==> src/rtl/clock_edge_pkg.sv <==
// Shared types and helpers for the external clock edge recovery block.
package clock_edge_pkg;

    typedef enum logic [1:0] {
        IDLE    = 2'd0,
        MEASURE = 2'd1,
        TRACK   = 2'd2,
        LOCKED  = 2'd3
    } edge_state_t;

    // All-ones value of a counter of the given width (the saturation point).
    function automatic logic [31:0] sat_value(input int width);
        return 32'((64'd1 << width) - 64'd1);
    endfunction

endpackage

==> src/rtl/sync_edge.sv <==
// Brings an asynchronous slow clock into the clk domain and flags its edges.
module sync_edge #(
    parameter int SYNC_STAGES = 2
) (
    input  logic clk,
    input  logic rst,
    input  logic clk_in,
    output logic rec_clk,
    output logic rising_edge,
    output logic falling_edge
);

    logic [SYNC_STAGES-1:0] sync_q;
    logic                   prev_q;

    // Synchronizer chain followed by one flop remembering the previous level.
    always_ff @(posedge clk or posedge rst) begin
        if (rst) begin
            sync_q <= '0;
            prev_q <= 1'b0;
        end else begin
            sync_q <= {sync_q[SYNC_STAGES-2:0], clk_in};
            prev_q <= sync_q[SYNC_STAGES-1];
        end
    end

    assign rec_clk      = sync_q[SYNC_STAGES-1];
    assign rising_edge  = rec_clk & ~prev_q;
    assign falling_edge = ~rec_clk & prev_q;

endmodule

==> src/rtl/clock_edge_recover.sv <==
// Recovers edge strobes from an external slow clock, measures its period
// in clk cycles and reports when successive periods agree (lock).
module clock_edge_recover
    import clock_edge_pkg::*;
#(
    parameter int SYNC_STAGES = 2,
    parameter int CNT_W       = 16,
    parameter int LOCK_COUNT  = 4,
    parameter int TOL         = 2
) (
    input  logic             clk,
    input  logic             rst,
    input  logic             clk_in,
    output logic             rec_clk,
    output logic             rising_edge,
    output logic             falling_edge,
    output logic [CNT_W-1:0] period,
    output logic             period_valid,
    output logic             locked,
    output logic             lost
);

    localparam int               MW          = $clog2(LOCK_COUNT + 1);
    localparam logic [CNT_W-1:0] CNT_MAX     = CNT_W'(sat_value(CNT_W));
    localparam logic [MW-1:0]    LOCK_TARGET = MW'(LOCK_COUNT);
    localparam logic [CNT_W:0]   TOL_W       = (CNT_W + 1)'(TOL);

    edge_state_t             state_q, state_d;
    logic [CNT_W-1:0]        cnt_q, cnt_d;
    logic [CNT_W-1:0]        period_q, period_d;
    logic [MW-1:0]           match_q, match_d;
    logic [MW-1:0]           match_inc;
    logic                    valid_q, valid_d;
    logic                    lost_q, lost_d;
    logic signed [CNT_W:0]   diff;
    logic [CNT_W:0]          abs_diff;
    logic                    in_tol;
    logic                    cnt_sat;

    sync_edge #(
        .SYNC_STAGES(SYNC_STAGES)
    ) u_sync_edge (
        .clk         (clk),
        .rst         (rst),
        .clk_in      (clk_in),
        .rec_clk     (rec_clk),
        .rising_edge (rising_edge),
        .falling_edge(falling_edge)
    );

    // The running count is the candidate period; compare it with the last capture.
    assign diff      = $signed({1'b0, cnt_q}) - $signed({1'b0, period_q});
    assign abs_diff  = (diff < 0) ? $unsigned(-diff) : $unsigned(diff);
    assign in_tol    = (abs_diff <= TOL_W);
    assign cnt_sat   = (cnt_q == CNT_MAX);
    assign match_inc = match_q + MW'(1);

    // Next-state, capture and strobe decisions; a rising edge beats a timeout.
    always_comb begin
        state_d  = state_q;
        match_d  = match_q;
        period_d = period_q;
        valid_d  = 1'b0;
        lost_d   = 1'b0;
        cnt_d    = cnt_sat ? cnt_q : cnt_q + CNT_W'(1);

        if (rising_edge) begin
            cnt_d = CNT_W'(1);
            case (state_q)
                IDLE: begin
                    state_d = MEASURE;
                end
                MEASURE: begin
                    period_d = cnt_q;
                    valid_d  = 1'b1;
                    match_d  = '0;
                    state_d  = TRACK;
                end
                TRACK: begin
                    period_d = cnt_q;
                    valid_d  = 1'b1;
                    if (in_tol) begin
                        match_d = match_inc;
                        if (match_inc == LOCK_TARGET) begin
                            state_d = LOCKED;
                        end
                    end else begin
                        match_d = '0;
                    end
                end
                LOCKED: begin
                    period_d = cnt_q;
                    valid_d  = 1'b1;
                    if (!in_tol) begin
                        match_d = '0;
                        lost_d  = 1'b1;
                        state_d = TRACK;
                    end
                end
                default: begin
                    state_d = IDLE;
                end
            endcase
        end else if (cnt_sat && (state_q != IDLE)) begin
            lost_d  = (state_q == LOCKED);
            match_d = '0;
            state_d = IDLE;
        end
    end

    // State, counter and registered outputs.
    always_ff @(posedge clk or posedge rst) begin
        if (rst) begin
            state_q  <= IDLE;
            cnt_q    <= '0;
            period_q <= '0;
            match_q  <= '0;
            valid_q  <= 1'b0;
            lost_q   <= 1'b0;
        end else begin
            state_q  <= state_d;
            cnt_q    <= cnt_d;
            period_q <= period_d;
            match_q  <= match_d;
            valid_q  <= valid_d;
            lost_q   <= lost_d;
        end
    end

    assign period       = period_q;
    assign period_valid = valid_q;
    assign lost         = lost_q;
    assign locked       = (state_q == LOCKED);

endmodule

==> config.mk <==
export PLATFORM = sky130hd
export DESIGN_NAME = clock_edge_recover
export DESIGN_NICKNAME = d
export VERILOG_FILES = /design/src/rtl/clock_edge_pkg.sv /design/src/rtl/sync_edge.sv /design/src/rtl/clock_edge_recover.sv
export SDC_FILE = /design/constraint.sdc
export NUM_CORES = 1
export LEC_CHECK = 0
export ABC_AREA = 1
export BUFFER_PORTS_ARGS = -buffer_cell sky130_fd_sc_hd__buf_2
export CAP_MARGIN = 20
export CELL_PAD_IN_SITES_DETAIL_PLACEMENT = 0
export CELL_PAD_IN_SITES_GLOBAL_PLACEMENT = 1
export CORE_MARGIN = 2
export CORE_UTILIZATION = 43
export CTS_BUF_LIST = sky130_fd_sc_hd__clkbuf_8
export CTS_CLUSTER_DIAMETER = 40
export DETAILED_ROUTE_END_ITERATION = 7
export PLACE_DENSITY = 0.79
export SLEW_MARGIN = 40
export SYNTH_ARGS = -nofsm -noshare
export SYNTH_HDL_FRONTEND = slang
export SYNTH_HIERARCHICAL = 1
export SYNTH_SLANG_ARGS = --single-unit
==> constraint.sdc <==
create_clock -name clk -period 3.6 [get_ports clk]
set_input_delay 0 -clock clk [delete_from_list [all_inputs] [get_ports clk]]
set_output_delay 0 -clock clk [all_outputs]
set_load 0.01 [all_outputs]
==> results.md <==
* Buf/Inv on CP at 3
* Cells after Synth at 629
* Most common flop cell mapped by yosys: dfrtp_1
* Final WL at 10100 µm
* RSZ-0062 raised after global routing: no
* Crit path max-delay cell type: dfrtp_1
* Post-synthesis register bit count at 42
* CTS H-tree depth at 2
* WS Path Type: reg2reg
* DP Worst Slack at 0.376 ns
* Sum Neg Setup Slack at 0 ns
* Maxcap violations at 0
* Final period util at 90.2%
* R2R depth at 21
* Clk Latency, worst-skew pair at 0.30 ns
* Io pins at 25
* GRT Total Usage at 21.5%
* DP Wirelength at 8190 µm
* Worst Max-Slew Pin Slew at 0.649 ns
* Peak Freq at 308 MHz
* Ys Warns at 6
* Final worst path period need at 3.25 ns
* Layout cell share with drive strength beyond 1 at 15.6%
* Root Buffer: clkbuf_8
* Initial antenna violation count at 0
* Final setup fails at 0
* Setup slack after layout at 0.351 ns
* CP top delay family: simple AND/OR/NAND/NOR gates
* Clock Skews at 0.0110 ns
* Nets at 684
* Die height at 100 µm
* Worst EP arrival at 3.45 ns
* Mean Syn Cell Area at 6.33 µm²
* Clock-pin slew of the registers on the worst-case setup and hold paths at 0.10 ns
* Area grow syn2layout at 10.2%
* Worst Setup Start Kind: register
* CTS tree: yes
* DR vias at 3898
* Hold Vio Cnt, Final at 0
* Post-cts gate resize count at 0
* Yosys cell types at 38
* Async SR Flop Fraction at 100%
* Post-synthesis cell area at 3980 µm²
* Crit-path cells: inv_1 -> ha_1 -> fa_1 -> inv_1 -> nand3_1 -> nand2_2 -> nand2_2 -> nand2_2 -> nand3_2 -> nand2_2 -> inv_4 -> nand3_1 -> nand2_1 -> a21oi_2 -> nand4_1 -> nor2_2 -> nand3_1 -> nand2_2 -> nand3_4 -> nand3_1 -> nand2_1
* Row Count at 35
* Area after DPL at 4230 µm²
* Fin area at 4390 µm²
* CP endpoint kind: register
* Slowest stage delay, CP at 0.39 ns
* N_diodes at 0
* Chip width at 100 µm
* Detailed Route Iter0 Violations at 177
* GP Congestion at 0.833
* Register area share after synthesis at 26.4%
* Synthesized Nets at 655
* DR pass1 iterations at 6
* Antenna Nets Post-Route at 0
* Pin count of the biggest net entering global routing at 35
* Core area at 9110 µm²
* Critical Path Stages at 21
* Hold slack final at 0.122 ns
* Critical Path RT at 3.80 ns
* Initial Util at 43.7%
* Max-slew violations at 0
* Per-cell routed wire length at 13.2 µm
* First-pass GRT wire length at 17300 µm
* Largest fanout on the critical path at 26
* Post-synth EDFFs at 0
* Cell repeated most along the worst path: nand2_2
* Die area at 10100 µm²
* Slew HR at 56.3%
* Residual DRC count at 0
* Hold Crit Class: in2async
* PortBufs at 24
* Run status: complete, no violations
* Grt ovf at 0
* Maximum clock path buffer count at 2
* CTS Buf Count at 5
* TritonCTS Sinks at 42
* Vias per std cell at 5.06
* Vias in the first global route at 3696
## final timing paths
check / endpoint / start / slack [ns]
max: state_q[1]$_DFFE_PP0P_ / cnt_q[0]$_DFFE_PP0P_ / 0.35
min: u_sync_edge/prev_q$_DFF_PP0_ / rst / 0.12
max reg2reg: state_q[1]$_DFFE_PP0P_ / cnt_q[0]$_DFFE_PP0P_ / 0.35
min reg2reg: u_sync_edge/sync_q[1]$_DFF_PP0_ / u_sync_edge/sync_q[0]$_DFF_PP0_ / 0.37
max in group asynchronous: period[3]$_DFFE_PP0P_ / rst / 2.60
min in group clk: u_sync_edge/sync_q[0]$_DFF_PP0_ / clk_in / 0.35
## registers in the layout, indices dropped and copies added, names as in the netlist
signal,cells
u_sync_edge/sync_q,2
cnt_q,16
period,16
match_q,3
lost,1
state_q,2
period_valid,1
u_sync_edge/prev_q,1
## Yosys cell counts (2+ instances only)
master	n	area, µm²
and2_1	3	18.8
nor2_4	5	56.3
a211oi_1	2	15.0
nor4_1	2	12.5
a21oi_2	3	26.3
nand3_2	10	100
a31oi_1	4	25.0
inv_2	10	37.5
nor2_2	8	50.1
inv_1	108	405
dfrtp_1	42	1050
a21oi_1	14	70.1
nand3_1	52	260
o21ai_0	31	155
ha_1	22	275
buf_6	2	22.5
nand2_2	24	150
xor2_1	3	26.3
xnor2_1	2	17.5
clkbuf_1	4	15.0
nor3_1	4	20.0
nand4_1	19	119
nand2_1	185	694
nand3b_1	5	37.5
nor2_1	51	191
o21ai_1	2	10.0
## through the flow
stage | instances | util [%]
floorplan | 629 | -
global placement | 760 | 46.4
detailed placement | 760 | 46.5
CTS | 770 | 48.2
global route | 770 | 48.2
finish | 770 | 48.2
## worst min-delay path, stage by stage
cell	delay (ns)
dlygate4sd3_1	0.53
buf_2	0.13
inv_1	0.11
## cell families (layout without fill, tap and decap cells)
group | after synthesis | count (layout) | share of synthesized area, %
compound gates | 59 | 59 | 8.26
xor+xnor | 5 | 5 | 1.10
buf+inv | 127 | 157 | 12.5
fa+ha+maj | 23 | 23 | 7.41
flops | 42 | 42 | 26.4
simple gates | 373 | 373 | 44.3
## layer usage
layer  GRT usage (%)  wire length, µm
met3            3.34              363
met5               0                0
met1            30.0             5130
met2            34.5             4530
met4            6.11              116
## area by class of cell
class,count,area (µm²)
fill,958,4720
multi-input combinational,460,2440
sequential,42,1050
inverter,119,449
timing repair buffer,30,170
tap,111,139
clock buffer,5,68.8
clock inverter,3,68.8
## layout by cell type, fill, tap and decap left out, types with 14 or more instances in the layout
cell / n
a21oi_1: 14
nand2_2: 24
nor2_1: 50
dfrtp_1: 42
o21ai_0: 31
nand2_1: 185
buf_2: 24
inv_1: 108
nand3_1: 52
nand4_1: 19
ha_1: 22
## what timing repair did
action                                 4_1_cts  5_1_grt
setup buffers                                0        0
hold buffers                                 2        0
endpoints found under the hold margin       14        0
Power is not shown: default switching activity piles up to over one toggle a cycle in this logic, so the estimate is an artifact.
